### src/rtl/oled_fb_pkg.sv
// Shared constants, fetch FSM state type and pixel format conversion for the
// OLED frame-buffer reader.
package oled_fb_pkg;

  localparam int IMG_COLS  = 80;
  localparam int IMG_ROWS  = 60;
  localparam int OLED_COLS = 96;
  localparam int OLED_ROWS = 64;
  localparam int X_OFF     = 8;
  localparam int Y_OFF     = 2;
  localparam int ADDR_W    = 13;
  localparam int COL_W     = 7;
  localparam int ROW_W     = 6;

  localparam logic [15:0] BORDER_COLOR = 16'hC020;

  typedef enum logic [1:0] {
    S_ADDR,
    S_WAIT,
    S_LATCH,
    S_READY
  } fetch_state_t;

  // Buffer word is {r5, g5, b6}; RGB565 reuses the green MSB as the sixth
  // green bit and drops the blue LSB.
  function automatic logic [15:0] rgb556_to_565(input logic [15:0] w);
    return {w[15:11], w[10:6], w[10], w[5:1]};
  endfunction

endpackage

### src/rtl/oled_scan_counter.sv
// Raster position counter: column/row walk over the OLED raster, with a
// window flag for the centred image and a flag for the last raster position.
module oled_scan_counter
  import oled_fb_pkg::*;
(
  input  logic             clk,
  input  logic             rst,
  input  logic             clear,
  input  logic             advance,
  output logic [COL_W-1:0] col,
  output logic [ROW_W-1:0] row,
  output logic             in_window,
  output logic             at_last
);

  localparam logic [COL_W-1:0] LAST_COL = COL_W'(OLED_COLS - 1);
  localparam logic [ROW_W-1:0] LAST_ROW = ROW_W'(OLED_ROWS - 1);
  localparam logic [COL_W-1:0] X_LO     = COL_W'(X_OFF);
  localparam logic [COL_W-1:0] X_HI     = COL_W'(X_OFF + IMG_COLS);
  localparam logic [ROW_W-1:0] Y_LO     = ROW_W'(Y_OFF);
  localparam logic [ROW_W-1:0] Y_HI     = ROW_W'(Y_OFF + IMG_ROWS);

  // Step one position in raster order; clear returns to the origin.
  always_ff @(posedge clk) begin
    if (rst || clear) begin
      col <= '0;
      row <= '0;
    end else if (advance) begin
      if (col == LAST_COL) begin
        col <= '0;
        row <= (row == LAST_ROW) ? '0 : row + 1'b1;
      end else begin
        col <= col + 1'b1;
      end
    end
  end

  assign in_window = (col >= X_LO) && (col < X_HI) && (row >= Y_LO) && (row < Y_HI);
  assign at_last   = (col == LAST_COL) && (row == LAST_ROW);

endmodule

### src/rtl/oled_fb_reader.sv
// Frame-buffer reader for the OLED driver: prefetches the next raster pixel
// through the 1-cycle BRAM read, centres the image inside a border and
// converts it to RGB565.
//
// Handshake: ready=1 means the prefetched pixel for the next display position
// is held internally; a next_pixel pulse with ready=1 presents it on color and
// starts the following fetch. A pulse with ready=0 is an underrun: it is
// remembered once and executed as soon as the fetch completes.
module oled_fb_reader
  import oled_fb_pkg::*;
(
  input  logic              clk,
  input  logic              rst,
  input  logic              sof,
  input  logic              next_pixel,
  output logic [ADDR_W-1:0] fb_addr,
  input  logic [15:0]       fb_data,
  output logic [15:0]       color,
  output logic [COL_W-1:0]  col,
  output logic [ROW_W-1:0]  row,
  output logic              ready,
  output logic              frame_done,
  output logic              underrun
);

  fetch_state_t      state;
  logic [15:0]       pre;
  logic [ADDR_W-1:0] addr_cnt;
  logic              first;
  logic              pending;

  logic step_now;
  logic disp_adv;
  logic fetch_adv;
  logic disp_last;
  logic disp_win_unused;
  logic fetch_in_win;
  logic fetch_last;
  logic [COL_W-1:0] fetch_col_unused;
  logic [ROW_W-1:0] fetch_row_unused;

  // The first fill after reset/sof presents itself; later ones wait for the
  // driver (or a pending underrun request).
  assign step_now  = (state == S_READY) && !sof && (first || pending || next_pixel);
  assign disp_adv  = step_now && !first;
  assign fetch_adv = step_now;

  oled_scan_counter u_disp (
    .clk       (clk),
    .rst       (rst),
    .clear     (sof),
    .advance   (disp_adv),
    .col       (col),
    .row       (row),
    .in_window (disp_win_unused),
    .at_last   (disp_last)
  );

  oled_scan_counter u_fetch (
    .clk       (clk),
    .rst       (rst),
    .clear     (sof),
    .advance   (fetch_adv),
    .col       (fetch_col_unused),
    .row       (fetch_row_unused),
    .in_window (fetch_in_win),
    .at_last   (fetch_last)
  );

  // Fetch FSM with registered outputs, address counter and underrun tracking.
  always_ff @(posedge clk) begin
    if (rst) begin
      state      <= S_ADDR;
      fb_addr    <= '0;
      addr_cnt   <= '0;
      pre        <= BORDER_COLOR;
      color      <= BORDER_COLOR;
      ready      <= 1'b0;
      frame_done <= 1'b0;
      underrun   <= 1'b0;
      pending    <= 1'b0;
      first      <= 1'b1;
    end else begin
      frame_done <= disp_adv && disp_last;
      if (sof) begin
        state    <= S_ADDR;
        addr_cnt <= '0;
        color    <= BORDER_COLOR;
        ready    <= 1'b0;
        pending  <= 1'b0;
        first    <= 1'b1;
      end else begin
        if (next_pixel && !ready) begin
          underrun <= 1'b1;
          pending  <= 1'b1;
        end
        case (state)
          S_ADDR: begin
            fb_addr <= addr_cnt;
            state   <= S_WAIT;
          end
          S_WAIT: begin
            state <= S_LATCH;
          end
          S_LATCH: begin
            pre   <= fetch_in_win ? rgb556_to_565(fb_data) : BORDER_COLOR;
            ready <= 1'b1;
            state <= S_READY;
          end
          S_READY: begin
            if (step_now) begin
              color <= pre;
              ready <= 1'b0;
              state <= S_ADDR;
              if (fetch_last) begin
                addr_cnt <= '0;
              end else if (fetch_in_win) begin
                addr_cnt <= addr_cnt + 1'b1;
              end
              // A request arriving during the auto-present is kept for later;
              // otherwise the pending advance is consumed and extras dropped.
              if (first) begin
                first   <= 1'b0;
                pending <= pending || next_pixel;
              end else begin
                pending <= 1'b0;
              end
            end
          end
          default: state <= S_ADDR;
        endcase
      end
    end
  end

endmodule

### config.mk
export PLATFORM = sky130hd
export DESIGN_NAME = oled_fb_reader
export DESIGN_NICKNAME = d
export VERILOG_FILES = /design/src/rtl/oled_fb_pkg.sv /design/src/rtl/oled_scan_counter.sv /design/src/rtl/oled_fb_reader.sv
export SDC_FILE = /design/constraint.sdc
export NUM_CORES = 1
export LEC_CHECK = 0
export ABC_AREA = 1
export BUFFER_PORTS_ARGS = -buffer_cell sky130_fd_sc_hd__buf_2
export CELL_PAD_IN_SITES_DETAIL_PLACEMENT = 0
export CELL_PAD_IN_SITES_GLOBAL_PLACEMENT = 1
export CORE_MARGIN = 2
export CORE_UTILIZATION = 44
export CTS_CLUSTER_DIAMETER = 60
export DETAILED_ROUTE_END_ITERATION = 12
export GPL_ROUTABILITY_DRIVEN = 0
export PLACE_DENSITY_LB_ADDON = 0.1
export SLEW_MARGIN = 30
export SYNTH_ARGS = -nofsm -noshare
export SYNTH_HDL_FRONTEND = slang
export SYNTH_SLANG_ARGS = --single-unit
export TNS_END_PERCENT = 20
### constraint.sdc
create_clock -name clk -period 2.7 [get_ports clk]
set_clock_uncertainty 0.05 [all_clocks]
set_input_delay 0.54 -clock clk [delete_from_list [all_inputs] [get_ports clk]]
set_output_delay 0.54 -clock clk [all_outputs]
set_load 0.01 [all_outputs]
==> results of run 1 <==
## area by class of cell
class | count | area, sq um
fillers | 934 | 4480
multi-input cells | 393 | 1990
flip-flops and latches | 91 | 1820
repair buffers | 64 | 323
inverters | 52 | 200
well taps | 111 | 139
clock buffers | 9 | 124
clock inverters | 7 | 83.8
## worst paths after layout
check | end | startpoint | depth (start not counted)
max reg2reg | addr_cnt[2] | state[1] | 9
min reg2reg | color[5] | pre[5] | 2
max | addr_cnt[2] | state[1] | 9
min | frame_done | rst | 2
## per-stage QoR
step | std cells | hold slack (ps) | setup slack (ps) | power [W] | area [sq um]
finish | 727 | 321 | 696 | 0.00247 | 4680
global placement | 711 | 389 | 641 | 0.00153 | 4470
floorplan | 553 | 379 | 1190 | 0.00149 | 4100
detailed placement | 711 | 399 | 613 | 0.00154 | 4470
global route | 727 | 302 | 453 | 0.00258 | 4680
CTS | 727 | 307 | 673 | 0.00251 | 4680
## worst max-delay path, stage by stage (launching register included)
cell and delay (ps):
dfxtp_1 370, ha_1 170, inv_1 80, nor2_2 130, nand2_4 210, inv_6 290
nand3_4 250, nand2_4 190, nand2_1 90, a21oi_2 120
## cell families after synthesis
family                     after synthesis
AOI/OAI and AO/OA                       94
xor gates and xnor gates                 8
buffers and inverters                   69
DFF                                     91
adders and majority gates               11
and+or+nand+nor                        280
## metal layers
layer,GRT usage (%),vias up,part of all wire (%)
met3,4.16,12,4.0
met5,0,-,0
li1,-,1914,-
met4,7.17,0,1.6
met1,23.9,1662,49
met2,31.0,60,45
## sequential cells by signal, summed over array words and instances, names as in the netlist, 2 cells and up
signal / cells
addr_cnt: 13
color: 16
fb_addr: 13
pre: 16
state: 2
u_disp.col: 7
u_disp.row: 6
u_fetch.col: 7
u_fetch.row: 6
## power groups by stage
| stage | clock (W) | sequential [W] | combinational, W |
|---|---|---|---|
| floorplan | 0 | 0.00142 | 0.0000718 |
| global placement | 0 | 0.00141 | 0.000126 |
| detailed placement | 0 | 0.00141 | 0.000128 |
| CTS | 0.000999 | 0.00138 | 0.000128 |
| global route | 0.00105 | 0.00138 | 0.000146 |
| finish | 0.000970 | 0.00138 | 0.000126 |
## layout by cell type (no fill, tap or decap), types with 10 or more instances in the layout
cell and instances:
inv_1 46, ha_1 11, nand2_1 95, nor2_1 96
o21ai_0 42, buf_2 63, a21oi_1 44, nand4_1 10
dfxtp_1 91, nor3_1 18, nand3_1 38
==> impl_metrics.ini, run 1 <==
[global_route]
grt_usage_pct = 18.7
grt_max_degree = 31
grt_pass1_vias = 3402
grt_pass1_wl_mm = 15.3
grt_overflow = 0
antenna_found_initial = 0

[setup_path]
cp.arrival_ps = 2250
path_class = flip-flop to flip-flop
rrSetupSlack_ps = 700
critPathLaunchType = flip-flop
cp_max_fo = 27
worstPathRequired_ps = 2950
cp-end-kind = flip-flop

[synthesis]
syn_inst = 553
yosysSeqAreaShare_pct = 44.5
yosys.area_share.adder_pct = 3.36
async_flop_share_pct = 0
netlist-cell-type-count = 36
synthFlopType = dfxtp_1
synth_area_leader_cell = dfxtp_1
synth_top_family_by_area = simple AND/OR/NAND/NOR gates
synth_commonest_cells = 96 x nor2_1, 95 x nand2_1, 91 x dfxtp_1
synthMuxAreaShare_pct = 0
yosysWarnings = 0
synth_xor_area_share_pct = 1.71
netlist.area_leader.share_pct = 44.5
synthTopCellsByArea = dfxtp_1 44%, nor2_1 8.8%, nand2_1 8.7%, a21oi_1 5.4%, o21ai_0 5.1%
synth_compound_area_share_pct = 12.0
syn_avg_cell_area_sq_um = 7.41
synth_nets = 584
yosysMostFrequentCell = nor2_1
synth_edf_count = 0
netlist_area_sq_um = 4100
yosys.area_share.simple_pct = 31.4
synth-seq-cells = 91

[power_and_ir_drop]
p_sw_share_pct = 25.0
cellPowerDensity_nw_per_um2 = 529
clkPwrFrac_pct = 39.2
p_int_w = 0.00186
irDropWorstVdd_uv = 239
p_leak_nw = 1.97
seq_power_share_pct = 55.7
power_frac_comb_pct = 5.1
switchingPower_w = 0.000618

[route]
drc = 0
viasPerCell = 5.02
drtIter0Drc = 76
final_antenna_net_count = 0
vias = 3648
wl_per_cell_microns = 12.2
first_pass_iters = 4
drt-total-wl_mm = 8.87

[floorplanning]
die_x_microns = 100
ios = 65
core_sq_um = 9150
die_area_sq_um = 10100
die_y_microns = 100
rows = 35
initial_core_util_pct = 44.7

[sta]
fin_crit_ps = 2000
maxSlewViolCount = 0
fin_tns_setup_ps = 0
rsz0062_at_grt = no
relSlewSlack_pct = 47.6
setup_violations = 0
tightestPinTransition_ps = 785
max_freq_mhz = 499
hold_violations = 0
period_share_pct = 74.2

[cells_and_area]
area_growth_pct = 14.2
utilization_pct = 51.1
fin_nets = 642
drive_above_1_share_pct = 18.0
antenna_cells = 0

[clocking]
htreeDepth = 3
cts_root_buf = clkbuf_8
clkSinkCount = 91
cts_buffer_depth = 2
cts_resized = 0
clock_latency_ps = 360
clk_pin_slew_ps = 100
postCtsHoldBufs = 0
cts_buffers = 9
post_cts_buffers = 0
cts_tree = built

[placed_design]
port_buffers = 63
hpwl_mm = 6.09

[hold_path]
hp-class = input pin to flip-flop

[flow_run]
cap_violations = 0

[status]
status = complete, no violations
(Power assumes the default switching activity.)
==> run 2: changes to the inputs <==
- CORE_UTILIZATION: 44 -> 41
- clock period: 2.7 -> 2 ns (I/O delays scaled with it)
==> run 2 against run 1 <==
Compared with the run above: sequential power grew 35%; via count shrank 0.82%; cell count grew 4.4%; clock power grew 41%; worst hold slack lost 130 ps; design area grew 2.4%; die area grew 7.0%; critical path type unchanged; largest power group unchanged; highest routed layer unchanged.
==> impl_metrics.ini, run 2 (synthesis gave the netlist of run 1 again) <==
[sta]
rsz0062_at_grt = no
tightestPinTransition_ps = 486
hold_violations = 0
relSlewSlack_pct = 67.6
maxSlewViolCount = 0
period_share_pct = 87.7
fin_crit_ps = 1750
max_freq_mhz = 570
setup_violations = 0
fin_tns_setup_ps = 0

[route]
drtIter0Drc = 110
viasPerCell = 4.77
drt-total-wl_mm = 9.09
wl_per_cell_microns = 12.0
vias = 3618
drc = 0
first_pass_iters = 4
final_antenna_net_count = 0

[clocking]
post_cts_buffers = 0
htreeDepth = 3
cts_buffers = 9
clkSinkCount = 91
postCtsHoldBufs = 0
clock_latency_ps = 360
cts_buffer_depth = 2
cts_resized = 0
cts_tree = built
cts_root_buf = clkbuf_8
clk_pin_slew_ps = 90

[hold_path]
hp-class = input pin to flip-flop
hp-start = fb_data[15]
holdPathStages = 3
worstHoldEndpoint = pre[15]

[flow_run]
cap_violations = 0

[setup_path]
cp.arrival_ps = 2000
path_class = flip-flop to flip-flop
cp_max_fo = 16
cp-end-kind = flip-flop
worstPathRequired_ps = 2240
r2r_start = state[1]
worstReg2RegEnd = addr_cnt[2]
rrSetupSlack_ps = 250
reg2reg_depth = 9
critPathLaunchType = flip-flop

[power_and_ir_drop]
clkPwrFrac_pct = 40.2
cellPowerDensity_nw_per_um2 = 713
p_sw_share_pct = 22.9
seq_power_share_pct = 54.5
switchingPower_w = 0.000783
p_int_w = 0.00263
power_frac_comb_pct = 5.3
irDropWorstVdd_uv = 390
p_leak_nw = 2.03

[cells_and_area]
final_common_cell = nor2_1
area_growth_pct = 17.0
final_cell_mix = 96 x nor2_1, 95 x nand2_1, 91 x dfxtp_1, 63 x buf_2, 46 x inv_1
top_regs = color (16), pre (16)
utilization_pct = 49.2
drive_above_1_share_pct = 19.0
antenna_cells = 0
fin_nets = 652

[floorplanning]
rows = 36
die_x_microns = 104
core_sq_um = 9730
die_y_microns = 104
ios = 65
die_area_sq_um = 10800
initial_core_util_pct = 42.1

[global_route]
grt_pass1_vias = 3316
grt_max_degree = 31
grt_usage_pct = 17.6
antenna_found_initial = 0
grt_pass1_wl_mm = 15.6
grt_overflow = 0

[status]
status = complete, no violations

[placed_design]
port_buffers = 63
hpwl_mm = 6.52
## run 2: layer usage
metal | share of wire (%) | wire length [microns] | track usage, % | vias up
li1 | - | - | - | 1929
met1 | 49 | 4490 | 23.2 | 1610
met2 | 45 | 4070 | 27.5 | 63
met3 | 3.8 | 344 | 3.88 | 16
met4 | 2.1 | 187 | 7.72 | 0
met5 | 0 | 0 | 0 | -
## run 2: worst max-delay path by stage
stage	end	from	slack, ps
after floorplan	addr_cnt[0]	u_fetch.col[0]	510
after global placement	u_disp.col[6]	state[0]	270
after detailed placement	addr_cnt[7]	state[1]	240
after CTS	addr_cnt[7]	state[1]	210
after global routing	addr_cnt[7]	state[0]	30
final	addr_cnt[2]	state[1]	250
## run 2: worst max-delay path, stage by stage (launching register included)
cell and delay, ps:
dfxtp_1 370, ha_1 170, inv_1 80, nor2_2 130, nand2_4 120, inv_6 170
nand3_4 220, nand2_4 180, nand2_1 80, a21oi_2 110
## run 2: through the flow
step / hold slack, ps / instance area, sq um / power [W] / setup WS, ps / cells
2_1_floorplan: 379 / 4100 / 0.00201 / 508 / 553
3_3_place_gp: 391 / 4570 / 0.00208 / 268 / 743
3_5_place_dp: 392 / 4570 / 0.00209 / 244 / 743
4_1_cts: 178 / 4790 / 0.00347 / 212 / 759
5_1_grt: 175 / 4790 / 0.00357 / 33.0 / 759
6_report: 195 / 4790 / 0.00341 / 246 / 759
## run 2: cell type report
class                           count  area, sq um
Fill cell                         997         4940
Clock inverter                      5         86.3
Multi-Input combinational cell    393         1990
Timing Repair Buffer               74          398
Clock buffer                       11          131
Inverter                           52          200
Sequential cell                    91         1820
Tap cell                          133          166
## run 2: power groups by stage
| stage | clock network [W] | registers (W) | logic (W) |
|---|---|---|---|
| 3_3_place_gp | 0 | 0.00190 | 0.000183 |
| 2_1_floorplan | 0 | 0.00191 | 0.0000970 |
| 4_1_cts | 0.00142 | 0.00186 | 0.000185 |
| 5_1_grt | 0.00150 | 0.00186 | 0.000206 |
| 3_5_place_dp | 0 | 0.00190 | 0.000184 |
| 6_report | 0.00137 | 0.00186 | 0.000182 |
